### src/rtl/pid_loop_sequencer_if.sv
// ADC / PID-core / DAC handshake bundle of the PID loop sequencer.
// master = sequencer side, slave = converter and PID-core side.
interface pid_loop_sequencer_if #(parameter int W = 15);
  logic              adc_req;
  logic              adc_valid;
  logic signed [W:0] adc_data;
  logic signed [W:0] e_out;
  logic              pid_step;
  logic signed [W:0] u_in;
  logic              dac_wr;
  logic signed [W:0] dac_data;
  logic              dac_ready;

  modport master (
    output adc_req, e_out, pid_step, dac_wr, dac_data,
    input  adc_valid, adc_data, u_in, dac_ready
  );

  modport slave (
    input  adc_req, e_out, pid_step, dac_wr, dac_data,
    output adc_valid, adc_data, u_in, dac_ready
  );
endinterface

### src/rtl/pid_loop_sequencer.sv
// Control-period scheduler for the incremental PID core: ADC fetch, saturated
// error, PID strobe, output clamp and DAC write once every PERIOD clocks.
module pid_loop_sequencer #(
  parameter int                W       = 15,
  parameter int                PERIOD  = 2500,
  parameter int                ADC_TMO = 64,
  parameter int                PID_LAT = 2,
  parameter logic signed [W:0] U_MIN   = 16'sh0300,
  parameter logic signed [W:0] U_MAX   = 16'sh7FFF
) (
  input  logic                 clk,
  input  logic                 reset,
  input  logic                 enable,
  input  logic signed [W:0]    setpoint,
  pid_loop_sequencer_if.master bus,
  output logic                 busy,
  output logic                 fault,
  output logic [7:0]           overrun_cnt
);
  localparam int CW   = $clog2(PERIOD);
  localparam int TMAX = (ADC_TMO > PID_LAT) ? ADC_TMO : PID_LAT;
  localparam int TW   = $clog2(TMAX + 1);

  // IDLE off | WAIT period timer | CAPTURE adc fetch | STEP pid strobe | HOLD pid latency | DAC output write
  typedef enum logic [2:0] {
    S_IDLE, S_WAIT, S_CAPTURE, S_STEP, S_HOLD, S_DAC
  } state_t;

  state_t              state, state_nx;
  logic [CW-1:0]       cnt;
  logic [TW-1:0]       tmr, tmr_val;
  logic                tmr_load, tick, en_q;
  logic                e_ld, dac_ld, tmo;
  logic                adc_req, pid_step, dac_wr;
  logic signed [W:0]   e_q, dac_q, e_sat, u_clamp, u_s, adc_s;
  logic signed [W+1:0] diff;

  assign u_s   = bus.u_in;
  assign adc_s = bus.adc_data;
  assign diff  = {setpoint[W], setpoint} - {adc_s[W], adc_s};

  always_comb begin
    e_sat = diff[W:0];
    if (diff[W+1] != diff[W])
      e_sat = diff[W+1] ? {1'b1, {W{1'b0}}} : {1'b0, {W{1'b1}}};
  end

  always_comb begin
    u_clamp = u_s;
    if (u_s < U_MIN)
      u_clamp = U_MIN;
    else if (u_s > U_MAX)
      u_clamp = U_MAX;
  end

  assign tick = enable && (state != S_IDLE) && (cnt == CW'(PERIOD - 1));

  always_comb begin
    state_nx = state;
    tmr_load = 1'b0;
    tmr_val  = '0;
    e_ld     = 1'b0;
    dac_ld   = 1'b0;
    tmo      = 1'b0;
    adc_req  = 1'b0;
    pid_step = 1'b0;
    dac_wr   = 1'b0;
    busy     = 1'b0;
    unique case (state)
      S_IDLE: begin
        if (enable) state_nx = S_WAIT;
      end
      S_WAIT: begin
        if (!enable) begin
          state_nx = S_IDLE;
        end else if (tick) begin
          state_nx = S_CAPTURE;
          tmr_load = 1'b1;
          tmr_val  = TW'(ADC_TMO - 1);
        end
      end
      S_CAPTURE: begin
        adc_req = 1'b1;
        busy    = 1'b1;
        // a sample arriving on the last allowed cycle still beats the timeout
        if (!enable) begin
          state_nx = S_IDLE;
        end else if (bus.adc_valid) begin
          e_ld     = 1'b1;
          state_nx = S_STEP;
        end else if (tmr == '0) begin
          tmo      = 1'b1;
          state_nx = S_WAIT;
        end
      end
      S_STEP: begin
        pid_step = 1'b1;
        busy     = 1'b1;
        if (!enable) begin
          state_nx = S_IDLE;
        end else begin
          state_nx = S_HOLD;
          tmr_load = 1'b1;
          tmr_val  = TW'(PID_LAT - 1);
        end
      end
      S_HOLD: begin
        busy = 1'b1;
        if (!enable) begin
          state_nx = S_IDLE;
        end else if (tmr == '0) begin
          dac_ld   = 1'b1;
          state_nx = S_DAC;
        end
      end
      S_DAC: begin
        dac_wr = 1'b1;
        busy   = 1'b1;
        if (bus.dac_ready) state_nx = enable ? S_WAIT : S_IDLE;
      end
      default: state_nx = S_IDLE;
    endcase
  end

  always_ff @(posedge clk) begin
    if (reset) begin
      state       <= S_IDLE;
      cnt         <= '0;
      tmr         <= '0;
      en_q        <= 1'b0;
      e_q         <= '0;
      dac_q       <= '0;
      fault       <= 1'b0;
      overrun_cnt <= '0;
    end else begin
      state <= state_nx;
      en_q  <= enable;

      if (state == S_IDLE)
        cnt <= '0;
      else if (enable)
        cnt <= tick ? '0 : cnt + 1'b1;

      if (tmr_load)
        tmr <= tmr_val;
      else if (tmr != '0)
        tmr <= tmr - 1'b1;

      if (tmo)
        fault <= 1'b1;
      else if (enable && !en_q)
        fault <= 1'b0;

      // a tick that finds the loop still busy is dropped and counted
      if (tick && (state != S_WAIT) && (overrun_cnt != 8'hFF))
        overrun_cnt <= overrun_cnt + 8'd1;

      if (e_ld)   e_q   <= e_sat;
      if (dac_ld) dac_q <= u_clamp;
    end
  end

  assign bus.adc_req  = adc_req;
  assign bus.pid_step = pid_step;
  assign bus.dac_wr   = dac_wr;
  assign bus.e_out    = e_q;
  assign bus.dac_data = dac_q;
endmodule

### src/flat_wrapper.sv
// flat-port wrapper written by rule: the top's interface ports become plain ports
module pid_loop_sequencer_flat 
#(
  parameter int                W       = 15,
  parameter int                PERIOD  = 2500,
  parameter int                ADC_TMO = 64,
  parameter int                PID_LAT = 2,
  parameter logic signed [W:0] U_MIN   = 16'sh0300,
  parameter logic signed [W:0] U_MAX   = 16'sh7FFF
)
  (clk, reset, enable, setpoint, busy, fault, overrun_cnt, bus_adc_req, bus_e_out, bus_pid_step, bus_dac_wr, bus_dac_data, bus_adc_valid, bus_adc_data, bus_u_in, bus_dac_ready);
  pid_loop_sequencer_if #(.W(W)) bus_i ();
  input  logic clk;
  input  logic reset;
  input  logic enable;
  input  logic signed [W:0] setpoint;
  output logic busy;
  output logic fault;
  output logic [7:0] overrun_cnt;
  output wire logic [$bits(bus_i.adc_req)-1:0] bus_adc_req;
  output wire logic [$bits(bus_i.e_out)-1:0] bus_e_out;
  output wire logic [$bits(bus_i.pid_step)-1:0] bus_pid_step;
  output wire logic [$bits(bus_i.dac_wr)-1:0] bus_dac_wr;
  output wire logic [$bits(bus_i.dac_data)-1:0] bus_dac_data;
  input wire logic [$bits(bus_i.adc_valid)-1:0] bus_adc_valid;
  input wire logic [$bits(bus_i.adc_data)-1:0] bus_adc_data;
  input wire logic [$bits(bus_i.u_in)-1:0] bus_u_in;
  input wire logic [$bits(bus_i.dac_ready)-1:0] bus_dac_ready;
  assign bus_adc_req = bus_i.adc_req;
  assign bus_e_out = bus_i.e_out;
  assign bus_pid_step = bus_i.pid_step;
  assign bus_dac_wr = bus_i.dac_wr;
  assign bus_dac_data = bus_i.dac_data;
  assign bus_i.adc_valid = bus_adc_valid;
  assign bus_i.adc_data = bus_adc_data;
  assign bus_i.u_in = bus_u_in;
  assign bus_i.dac_ready = bus_dac_ready;
  pid_loop_sequencer #(.W(W), .PERIOD(PERIOD), .ADC_TMO(ADC_TMO), .PID_LAT(PID_LAT), .U_MIN(U_MIN), .U_MAX(U_MAX)) u_core (.clk(clk), .reset(reset), .enable(enable), .setpoint(setpoint), .bus(bus_i), .busy(busy), .fault(fault), .overrun_cnt(overrun_cnt));
endmodule
### config.mk
export PLATFORM = sky130hd
export DESIGN_NAME = pid_loop_sequencer_flat
export DESIGN_NICKNAME = d
export VERILOG_FILES = /design/src/rtl/pid_loop_sequencer_if.sv /design/src/rtl/pid_loop_sequencer.sv /design/src/flat_wrapper.sv
export SDC_FILE = /design/constraint.sdc
export NUM_CORES = 1
export LEC_CHECK = 0
export ABC_CLOCK_PERIOD_IN_PS = 3050
export BUFFER_PORTS_ARGS = -buffer_cell sky130_fd_sc_hd__buf_2
export CORE_MARGIN = 5
export CORE_UTILIZATION = 29
export DETAILED_ROUTE_END_ITERATION = 10
export SETUP_SLACK_MARGIN = 0.02
export SLEW_MARGIN = 0
export SYNTH_ARGS = -nofsm -noshare
export SYNTH_HDL_FRONTEND = slang
export SYNTH_SLANG_ARGS = --single-unit
### constraint.sdc
create_clock -name clk -period 3.05 [get_ports clk]
set_clock_uncertainty 0.2 [all_clocks]
set_input_delay 0.1525 -clock clk [delete_from_list [all_inputs] [get_ports clk]]
set_output_delay 0.1525 -clock clk [all_outputs]
set_load 0.1 [all_outputs]
-- After elaboration in Yosys (flattened, before gate mapping)
Index checks and enable logic that the tools add are counted.
Widths: inputs -> output; s select.
- flip-flop bits (word level): 64
- input port bits: 53
- output and inout port bits: 45
- logic and storage cells: 85
- add/sub/neg operators: 4
- magnitude comparators: 2
- equality and inequality tests: 14
- muxes and demuxes: 42
- reduce and logical (&&, ||, !) cells: 15
- operators by type and width (operator ; number):
    $mux 16 ; 4
    $mux 3 ; 10
    $mux 7 ; 3
    $mux 1 ; 20
    $pmux 3 s6 ; 1
    $sub 16x16->17 ; 1
    $gt 16x16->1 const B ; 1
    $lt 16x11->1 const B ; 1
    $pmux 7 s2 ; 1
    $add 12x1->12 const B ; 1
    $eq 12x12->1 const B ; 1
    $mux 12 ; 1
    $add 8x1->8 const B ; 1
    $ne 8x8->1 const B ; 1
    $logic_not 7->1 ; 1
    $reduce_bool 7->1 ; 1
    $sub 7x1->7 const B ; 1
    $eq 3x2->1 const B ; 2
    $eq 3x3->1 const B ; 2
    $mux 6 ; 1
    $ne 3x2->1 const B ; 2
    $logic_and 1x1->1 ; 5
    $reduce_and 5->1 ; 1
    $ne 2x2->1 const B ; 2
    other kinds (11) ; 12

-- Longest topological paths before layout
Gate-level depths: netlist of the first run.
- word-level depth: 7
- gate-level depth with buffers: 12
- mapped depth without buffers: 11

-- Least setup slack after synthesis of the first run
OpenSTA, ideal clock, no wires.
- kind: reg-to-output
- start point: register u_core.state[0]
- end point: output bus_adc_req
- arrival time: 2.584 ns
- data required time: 2.697 ns
- path slack: 0.113 ns
- stages on the path, launching flop included: 3
- buffers on the path: 1
- cell sequence: dfxtp_1 > clkbuf_1 > nor3_1
- cells in the longest elaborated chain, start to end: 2
- RTL lines (item ; RTL line ; text):
    start, declared ; pid_loop_sequencer.sv:29 ; state_t state, state_nx;
    start signal, assigned ; pid_loop_sequencer.sv:136 ; state <= state_nx;
    $eq 3x2->1 ; pid_loop_sequencer.sv:69 ; unique case (state)
    $mux 1 ; pid_loop_sequencer.sv:69 ;
    end, declared ; flat_wrapper.sv:20 ; output wire logic [$bits(bus_i.adc_req)-1:0] bus_adc_req;
Every way passes these cells.

-- Worst setup path in the final report of the first run
- start point: register u_core.cnt[2]
- end point: register u_core.overrun_cnt[5]
- cells in the longest elaborated chain, start to end: 4
- RTL lines (item ; RTL line ; text):
    start, declared ; pid_loop_sequencer.sv:30 ; logic [CW-1:0] cnt;
    start signal, assigned ; pid_loop_sequencer.sv:142 ; cnt <= tick ? '0 : cnt + 1'b1;
    $eq 12x12->1 ; pid_loop_sequencer.sv:56 ; assign tick = enable && (state != S_IDLE) && (cnt == CW'(PERIOD - 1));
    $logic_and 1x1->1 ; pid_loop_sequencer.sv:56 ;
    $logic_and 1x1->1 (2 in series) ; pid_loop_sequencer.sv:155 ; if (tick && (state != S_WAIT) && (overrun_cnt != 8'hFF))
    end signal, assigned ; pid_loop_sequencer.sv:156 ; overrun_cnt <= overrun_cnt + 8'd1;
    end, declared ; pid_loop_sequencer.sv:18 ; output logic [7:0] overrun_cnt
Every way passes these cells.
A chain may end at the register's enable or synchronous reset.

==> results of run 1 <==
-- metrics by stage --
stage | utilization, % | std cells | hold slack (ns)
after floorplan | - | 457 | 0.1008
after global placement | 34.68 | 708 | 0.1886
after detailed placement | 34.68 | 708 | 0.2051
after CTS | 38.53 | 737 | 0.02340
after global routing | 38.53 | 737 | 0.05764
final | 38.53 | 737 | 0.03136
-- state kept, by name (all words and copies together) (netlist names) --
register             cells
u_core.bus.dac_data     16
u_core.bus.e_out        16
u_core.cnt              12
u_core.overrun_cnt       8
u_core.tmr               7
u_core.state             3
u_core.en_q              1
u_core.fault             1
-- critical path: stages (launching register included) --
cell and delay, ns:
dfxtp_1 0.34, or4b_1 0.53, or4_4 0.61, nor4_4 0.36, nand3_1 0.14, xor2_1 0.15
nor2_1 0.05
-- kinds of logic (layout without fill, tap and decap cells) --
family	Yosys count	in the layout	share of synthesized area [%]
buffers and inverters	50	158	5.383
DFF	64	64	34.24
AOI/OAI and AO/OA	103	103	18.15
and+or+nand+nor	169	169	22.70
xor gates and xnor gates	34	34	7.957
muxes	4	4	1.137
adders and majority gates	33	33	10.43
-- Yosys cell counts (3+ instances only) --
| cell | instances |
|---|---|
| a211oi_1 | 17 |
| a21o_1 | 3 |
| a21oi_1 | 30 |
| a22oi_1 | 9 |
| and3_1 | 9 |
| and4_1 | 3 |
| buf_2 | 5 |
| clkbuf_1 | 16 |
| dfxtp_1 | 64 |
| ha_1 | 20 |
| inv_1 | 28 |
| maj3_1 | 12 |
| nand2_1 | 25 |
| nand2b_1 | 3 |
| nand3_1 | 14 |
| nand4_1 | 5 |
| nor2_1 | 73 |
| nor3_1 | 8 |
| nor3b_1 | 8 |
| o211ai_1 | 5 |
| o21a_1 | 5 |
| o21ai_0 | 14 |
| o31ai_1 | 4 |
| or3_1 | 4 |
| xnor2_1 | 10 |
| xor2_1 | 24 |
-- layer usage --
layer,part of all wire (%),wire length [µm],vias up
met5,0,0,-
met4,2.4,227,0
met3,5.4,508,14
met2,47,4408,108
met1,45,4282,1573
li1,-,-,1814
-- area by class of cell --
| class | count | area (µm²) |
|---|---|---|
| Fill cell | 1301 | 7757 |
| Clock buffer | 11 | 252.7 |
| Tap cell | 172 | 215.2 |
| Clock inverter | 5 | 102.6 |
| Timing Repair Buffer | 114 | 645.6 |
| Inverter | 28 | 105.1 |
| Sequential cell | 64 | 1281 |
| Multi-Input combinational cell | 343 | 2260 |
-- power by group through the flow --
| stage | sequential, mW | clock [mW] | combinational [mW] |
|---|---|---|---|
| after floorplan | 0.969 | 0 | 0.548 |
| after global placement | 0.947 | 0 | 0.697 |
| after detailed placement | 0.948 | 0 | 0.711 |
| after CTS | 0.932 | 1.23 | 0.727 |
| after global routing | 0.939 | 1.26 | 0.823 |
| final | 0.933 | 1.20 | 0.721 |
-- path summary, 6_finish.rpt --
| path | to | cells after the start |
|---|---|---|
| max reg2reg | u_core.overrun_cnt[5] | 6 |
| max | u_core.overrun_cnt[5] | 6 |
| min reg2reg | u_core.bus.dac_data[8] | 2 |
| min | u_core.bus.dac_data[12] | 4 |
==> impl_metrics.tcl, run 1 <==
set metrics [dict create \
    status "finished clean" \
    post_cts_buffers 0 \
    grt_pass1_vias 3417 \
    gr-total-overflow 0 \
    pre_cts_slack_ns 0.2193 \
    p_seq_share_pct 32.6 \
    power.internal_mw 2.045 \
    swShare_pct 28.43 \
    relSlewSlack_pct 55.56 \
    end_kind "flip-flop" \
    syn_inst 457 \
    min_period_ns 2.508 \
    die_y_um 123.6 \
    grt_max_degree 31 \
    path_class "flip-flop to flip-flop" \
    clock-sinks 64 \
    placed_area_mm2 0.004377 \
    numCtsBuffers 9 \
    synth-seq-cells 64 \
    grt_pass1_wl_mm 15.68 \
    die_w_um 123.6 \
    io_pins 98 \
    post-route-period-util_pct 82.24 \
    critPathRequiredTime_ns 3.06 \
    clockRootBuffer "clkbuf_16" \
    crit_path_start "u_core.cnt[2]" \
    grtUsageMet3_pct 2.225 \
    fmax_mhz 398.7 \
    hold_viol_final 0 \
    synth_edf_count 0 \
    worstHoldStart "bus_u_in[15]" \
    syn_to_final_growth_pct 29.92 \
    cts-resized-gates 0 \
    synth_warnings 0 \
    combinationalPowerShare_pct 25.2 \
    slew_violations 0 \
    die-area_mm2 0.01528 \
    rsz0062_at_grt "no" \
    cp_max_fo 7 \
    syn-cell-area_mm2 0.003742 \
    portBuffers 97 \
    final_nets 634 \
    setup_viol 0 \
    cts_buffer_depth 2 \
    firstDrtPassIters 5 \
    dpl.hpwl_mm 7.234 \
    synth_top_area_cell "dfxtp_1" \
    grt_busiest_layer "met2" \
    power_mw 2.857 \
    met1_usage_pct 16.02 \
    antenna_cells 0 \
    final_common_cell "buf_2" \
    cts_htree_levels 3 \
    seq_area_frac_synth_pct 34.24 \
    worst_slew_pin_slew_ns 0.6653 \
    core_mm2 0.01262 \
    synth_top_cell_area_share_pct 34.24 \
    p_leak_nw 2.116 \
    cts_hold_buf 13 \
    r2r_start "u_core.cnt[2]" \
    synth_area_per_cell_um2 8.189 \
    drv_cap 0 \
    avgRoutedWirePerCell_um 12.79 \
    min-delay-path-class "input pin to flip-flop" \
    setup_ws_ns 0.5416 \
    route.vias.total 3509 \
    synthArstFlopShare_pct 0 \
    netlist_top_cells_area "dfxtp_1 34%, nor2_1 7.3%, ha_1 6.7%" \
    vdd_drop_max_mv 0.2972 \
    p_sw_uw 812.2 \
    fin_tns_setup_ns 0 \
    drt-total-wl_mm 9.426 \
    grt.met2_usage_pct 20.92 \
    synth.distinct_cells 58 \
    worstPathArrival_ns 2.52 \
    synth_ff_type "dfxtp_1" \
    initial_core_util_pct 29.65 \
    setup.worst_path.start_class "flip-flop" \
    p_per_area_mw_per_mm2 587.6 \
    std_cell_rows 41 \
    drive_gt1_share_pct 22.65 \
    drt_iter0_drc 137 \
    layout_common_cells "97 x buf_2, 73 x nor2_1, 64 x dfxtp_1" \
    ant_nets 0 \
    drc_errors 0 \
    clkPwrFrac_pct 42.1 \
    syn_nets 531 \
    fin_area_mm2 0.004862 \
    clkSlewWorstSetupHoldPaths_ns 0.05 \
    vias_per_cell 4.761 \
    regToRegSetupSlack_ns 0.54 \
    clkLatencyLatePin_ns 0.32 \
    track_usage_pct 12.82 \
    antenna_found_initial 0 \
    gp_congestion 0.7918 \
    cts_tree "done" \
]
(Power assumes the default switching activity.)
==> run 2: changes to the inputs <==
ABC_CLOCK_PERIOD_IN_PS = 2440   (was 3050)
clock period = 2.44 ns   (was 3.05 ns; I/O delays follow)
==> run 2 against run 1 <==
Maximum frequency increased by 5.0%. Via count increased by 5.4%. Core utilization increased by 2.9 points. Critical path depth decreased by 1. Largest cell class unchanged.
==> impl_metrics.tcl, run 2 (same netlist as run 1, synthesis figures left out) <==
set metrics [dict create \
    drt-total-wl_mm 9.943 \
    final_nets 680 \
    clockRootBuffer "clkbuf_16" \
    vias_per_cell 4.723 \
    combinationalPowerShare_pct 28.8 \
    firstDrtPassIters 4 \
    dpl.hpwl_mm 7.699 \
    avgRoutedWirePerCell_um 12.70 \
    drt_iter0_drc 133 \
    syn_to_final_growth_pct 39.82 \
    grt_pass1_vias 3613 \
    io_pins 98 \
    path_class "flip-flop to flip-flop" \
    min-delay-path-class "input pin to flip-flop" \
    min_period_ns 2.388 \
    clock-sinks 64 \
    multi_input_area_mm2 0.002305 \
    critical-path-max-stage-delay_ns 0.59 \
    power_mw 3.548 \
    crit_path_top_delay_cell "or4_4" \
    gr-total-overflow 0 \
    hold_viol_final 0 \
    initial_core_util_pct 29.65 \
    clkSlewWorstSetupHoldPaths_ns 0.05 \
    portBuffers 97 \
    swShare_pct 29.24 \
    grt_pass1_wl_mm 16.34 \
    clkLatencyLatePin_ns 0.32 \
    stdcell_count 783 \
    min_path_cells 4 \
    fmax_mhz 418.7 \
    status "finished clean" \
    worstPathArrival_ns 2.38 \
    seqCellArea_mm2 0.001285 \
    setup_viol 0 \
    critPathRequiredTime_ns 2.43 \
    final_common_cell "buf_2" \
    die_y_um 123.6 \
    cts_tree "done" \
    reg2reg_depth 5 \
    rsz0062_at_grt "yes" \
    num-fill-cells 1263 \
    core_mm2 0.01262 \
    setup.worst_path.start_class "flip-flop" \
    antenna_cells 0 \
    cp_max_fo 7 \
    relSlewSlack_pct 64.19 \
    antenna_found_initial 0 \
    route.vias.total 3698 \
    drive_gt1_share_pct 29.46 \
    std_cell_rows 41 \
    numCtsBuffers 9 \
    p_sw_mw 1.037 \
    drv_cap 0 \
    end_kind "flip-flop" \
    slew_violations 0 \
    die_w_um 123.6 \
    gp_congestion 0.8255 \
    cts_htree_levels 3 \
    ant_nets 0 \
    drc_errors 0 \
    placed_cells 750 \
    crit_chain "or4b_1 -> or4_4 -> or3_1 -> nand4_1 -> nor2_1" \
    worst_slew_pin_slew_ns 0.5372 \
    fin_tns_setup_ns 0 \
    grt_max_degree 53 \
    clkPwrFrac_pct 38.5 \
    p_leak_nw 2.330 \
    p_per_area_mw_per_mm2 678.0 \
    vdd_drop_max_mv 0.3466 \
    post-route-period-util_pct 97.88 \
    die-area_mm2 0.01528 \
    track_usage_pct 13.00 \
    layout_common_cells "97 x buf_2, 73 x nor2_1, 61 x dfxtp_1" \
    cts_buffer_depth 2 \
    holdWs_ns 0.02575 \
    power.internal_mw 2.510 \
    p_seq_share_pct 32.7 \
]
[run 2: cell count changes in the layout (fill, tap and decap cells not counted), sizes merged]
cell         previous run  this run
buf                   101       145
bufinv                  3         2
clkinvlp                1         2
dlygate4sd3            13        15
[run 2: power groups by stage]
stage | Sequential [mW] | Clock [mW] | Combinational [mW]
global placement | 1.18 | 0 | 0.978
CTS | 1.16 | 1.40 | 1.02
floorplan | 1.21 | 0 | 0.693
detailed placement | 1.18 | 0 | 0.998
global route | 1.17 | 1.46 | 1.15
finish | 1.16 | 1.37 | 1.02
[run 2: critical path, delay by kind of cell (launching register included)]
family           cells  cell delay [ns]
flip-flops           1             0.32
AND/OR/NAND/NOR      5             1.74
[run 2: path summary, 6_finish.rpt]
kind                          startpoint                 endpoint  slack, ns
setup / recovery           u_core.cnt[2]            u_core.tmr[6]       0.05
hold / removal              bus_u_in[12]  u_core.bus.dac_data[12]       0.03
setup reg to reg           u_core.cnt[2]            u_core.tmr[6]       0.05
hold reg to reg   u_core.bus.dac_data[8]   u_core.bus.dac_data[8]       0.27
[run 2: through the flow]
stage | utilization, % | setup slack (ns) | cell area [µm²]
finish | 41.46 | 0.05164 | 5233
global route | 41.46 | -0.03457 | 5233
CTS | 41.18 | 0.02732 | 5196
detailed placement | 37.43 | -0.1827 | 4723
global placement | 37.43 | -0.1026 | 4723
floorplan | - | 0.02560 | 3776
[run 2: final cells by class]
| class | instances | area share (%) |
|---|---|---|
| clock inverter | 5 | 1.530 |
| inverter | 28 | 2.009 |
| sequential | 64 | 24.56 |
| tap | 172 | 4.113 |
| multi-input combinational | 343 | 44.05 |
| clock buffer | 11 | 4.639 |
| timing repair buffer | 160 | 19.11 |
[run 2: timing repair]
action | 4_1_cts | 5_1_grt
hold endpoints to repair | 17 | 0
resized for setup | 0 | 8
hold buffers | 15 | 0
setup buffers | 0 | 2
endpoints found under the setup margin | 0 | 21
[run 2: routing by layer]
metal | wire (µm) | part of all wire [%] | global-route usage (%)
met5 | 0 | 0 | 0
met4 | 51 | 0.51 | 2.768
met3 | 459 | 4.6 | 2.952
met2 | 4877 | 49 | 22.64
met1 | 4553 | 46 | 16.42
==> run 3: changes to the inputs <==
CORE_UTILIZATION = 53   (was 29)
PLACE_DENSITY = 0.8   (was not set)
==> run 3 against run 2 <==
First-iteration DRC count increased by 3.8%. Sequential power is essentially flat. Clock-buffer cell count decreased by 1. Hold slack got worse by 0.0059 ns. Largest cell class unchanged.
==> impl_metrics.tcl, run 3 (same netlist as run 1, synthesis figures left out) <==
set metrics [dict create \
    clock-sinks 64 \
    p_seq_share_pct 36.0 \
    core_mm2 0.006832 \
    antenna_cells 0 \
    cts_htree_levels 3 \
    power.internal_mw 2.199 \
    vdd_drop_max_mv 0.4424 \
    route.vias.total 3797 \
    firstDrtPassIters 4 \
    hold_viol_final 0 \
    drt_iter0_drc 138 \
    status "finished clean" \
    avgRoutedWirePerCell_um 13.66 \
    drc_errors 0 \
    clkPwrFrac_pct 31.1 \
    final_common_cell "buf_2" \
    dpl.hpwl_mm 7.193 \
    multi_input_area_mm2 0.002302 \
    die-area_mm2 0.008842 \
    gp_congestion 0.8628 \
    crit_path_top_delay_cell "or4_4" \
    clkLatencyLatePin_ns 0.35 \
    ant_nets 0 \
    fin_util_pct 74.67 \
    path_class "flip-flop to flip-flop" \
    drv_cap 0 \
    fmax_mhz 419.6 \
    p_leak_nw 2.322 \
    post-route-period-util_pct 97.68 \
    min_period_ns 2.383 \
    setup.worst_path.start_class "flip-flop" \
    drt-total-wl_mm 9.739 \
    numCtsBuffers 9 \
    p_sw_mw 1.016 \
    gr-total-overflow 0 \
    num-fill-cells 525 \
    track_usage_pct 22.24 \
    end_kind "flip-flop" \
    p_per_area_mw_per_mm2 630.4 \
    slew_violations 0 \
    cts_buffer_depth 2 \
    stdcell_count 713 \
    critPathRequiredTime_ns 2.47 \
    grt.met2_usage_pct 39.80 \
    final_nets 686 \
    critical-path-max-stage-delay_ns 0.58 \
    holdWs_ns 0.01983 \
    vias_per_cell 5.325 \
    portBuffers 97 \
    grt_pass1_wl_mm 15.84 \
    worstPathArrival_ns 2.41 \
    syn_to_final_growth_pct 36.31 \
    cts_tree "done" \
    die_y_um 94.03 \
    grt_pass1_vias 3619 \
    clkSlewWorstSetupHoldPaths_ns 0.07 \
    setup_viol 0 \
    initial_core_util_pct 54.78 \
    min-delay-path-class "input pin to flip-flop" \
    rsz0062_at_grt "yes" \
    placed_cells 675 \
    antenna_found_initial 0 \
    worst_slew_pin_slew_ns 0.5056 \
    cp_max_fo 4 \
    drive_gt1_share_pct 29.82 \
    grt_max_degree 53 \
    combinationalPowerShare_pct 32.9 \
    met1_usage_pct 24.95 \
    fin_tns_setup_ns 0 \
    seqCellArea_mm2 0.001286 \
    grtUsageMet3_pct 4.647 \
    relSlewSlack_pct 66.29 \
    clockRootBuffer "clkbuf_8" \
    std_cell_rows 30 \
    swShare_pct 31.61 \
    layout_common_cells "97 x buf_2, 73 x nor2_1, 60 x dfxtp_1" \
    grt_busiest_layer "met2" \
    io_pins 98 \
    crit_chain "or4b_1 -> or4_4 -> nor3_4 -> buf_4 -> nand2_2 -> xor2_1 -> nor2_1" \
    die_w_um 94.03 \
]
run 3: final timing paths:
path | end | slack [ns] | startpoint | cells after the start
setup / recovery | u_core.overrun_cnt[2] | 0.06 | u_core.cnt[9] | 7
hold / removal | u_core.bus.dac_data[11] | 0.02 | bus_u_in[11] | 4
setup reg to reg | u_core.overrun_cnt[2] | 0.06 | u_core.cnt[9] | 7
hold reg to reg | u_core.bus.dac_data[9] | 0.27 | u_core.bus.dac_data[9] | 2
run 3: timing repair:
| action | CTS | global route |
|---|---|---|
| endpoints found under the setup margin | 1 | 25 |
| pin swaps | 1 | 5 |
| resized for setup | 0 | 9 |
| hold endpoints to repair | 23 | 0 |
| setup buffers | 0 | 3 |
| hold buffers | 19 | 0 |
run 3: cell type report:
type                    count  area share, %
clock buffers              10          2.698
clock inverters             6          1.619
inverters                  28          2.060
multi-input cells         343          45.13
flip-flops and latches     64          25.21
well taps                  96          2.355
repair buffers            166          20.92
run 3: power groups by stage:
stage,clock (mW),sequential (mW),combinational [mW]
6_report,1.00,1.16,1.06
5_1_grt,1.06,1.16,1.17
4_1_cts,1.03,1.16,1.05
3_5_place_dp,0,1.18,1.01
3_3_place_gp,0,1.18,0.975
2_1_floorplan,0,1.21,0.693
run 3: through the flow:
| stage | setup slack (ns) | power (mW) | cell area [µm²] |
|---|---|---|---|
| 2_1_floorplan | 0.02560 | 1.905 | 3776 |
| 3_3_place_gp | -0.07498 | 2.151 | 4648 |
| 3_5_place_dp | -0.1969 | 2.193 | 4648 |
| 4_1_cts | 0.04628 | 3.226 | 5059 |
| 5_1_grt | -0.04553 | 3.390 | 5101 |
| 6_report | 0.05666 | 3.216 | 5101 |
run 3: critical path: cells and delay by family, from the launching register on:
kind	cells	cell delay (ns)
xor gates and xnor gates	1	0.14
buffers and inverters	1	0.15
DFF	1	0.32
and+or+nand+nor	5	1.44
run 3: metal layers:
metal / routed length (µm) / share of wire (%) / vias up
li1: - / - / 1921
met1: 3935 / 40 / 1729
met2: 4971 / 51 / 120
met3: 543 / 5.6 / 27
met4: 289 / 3.0 / 0
met5: 0 / 0 / -
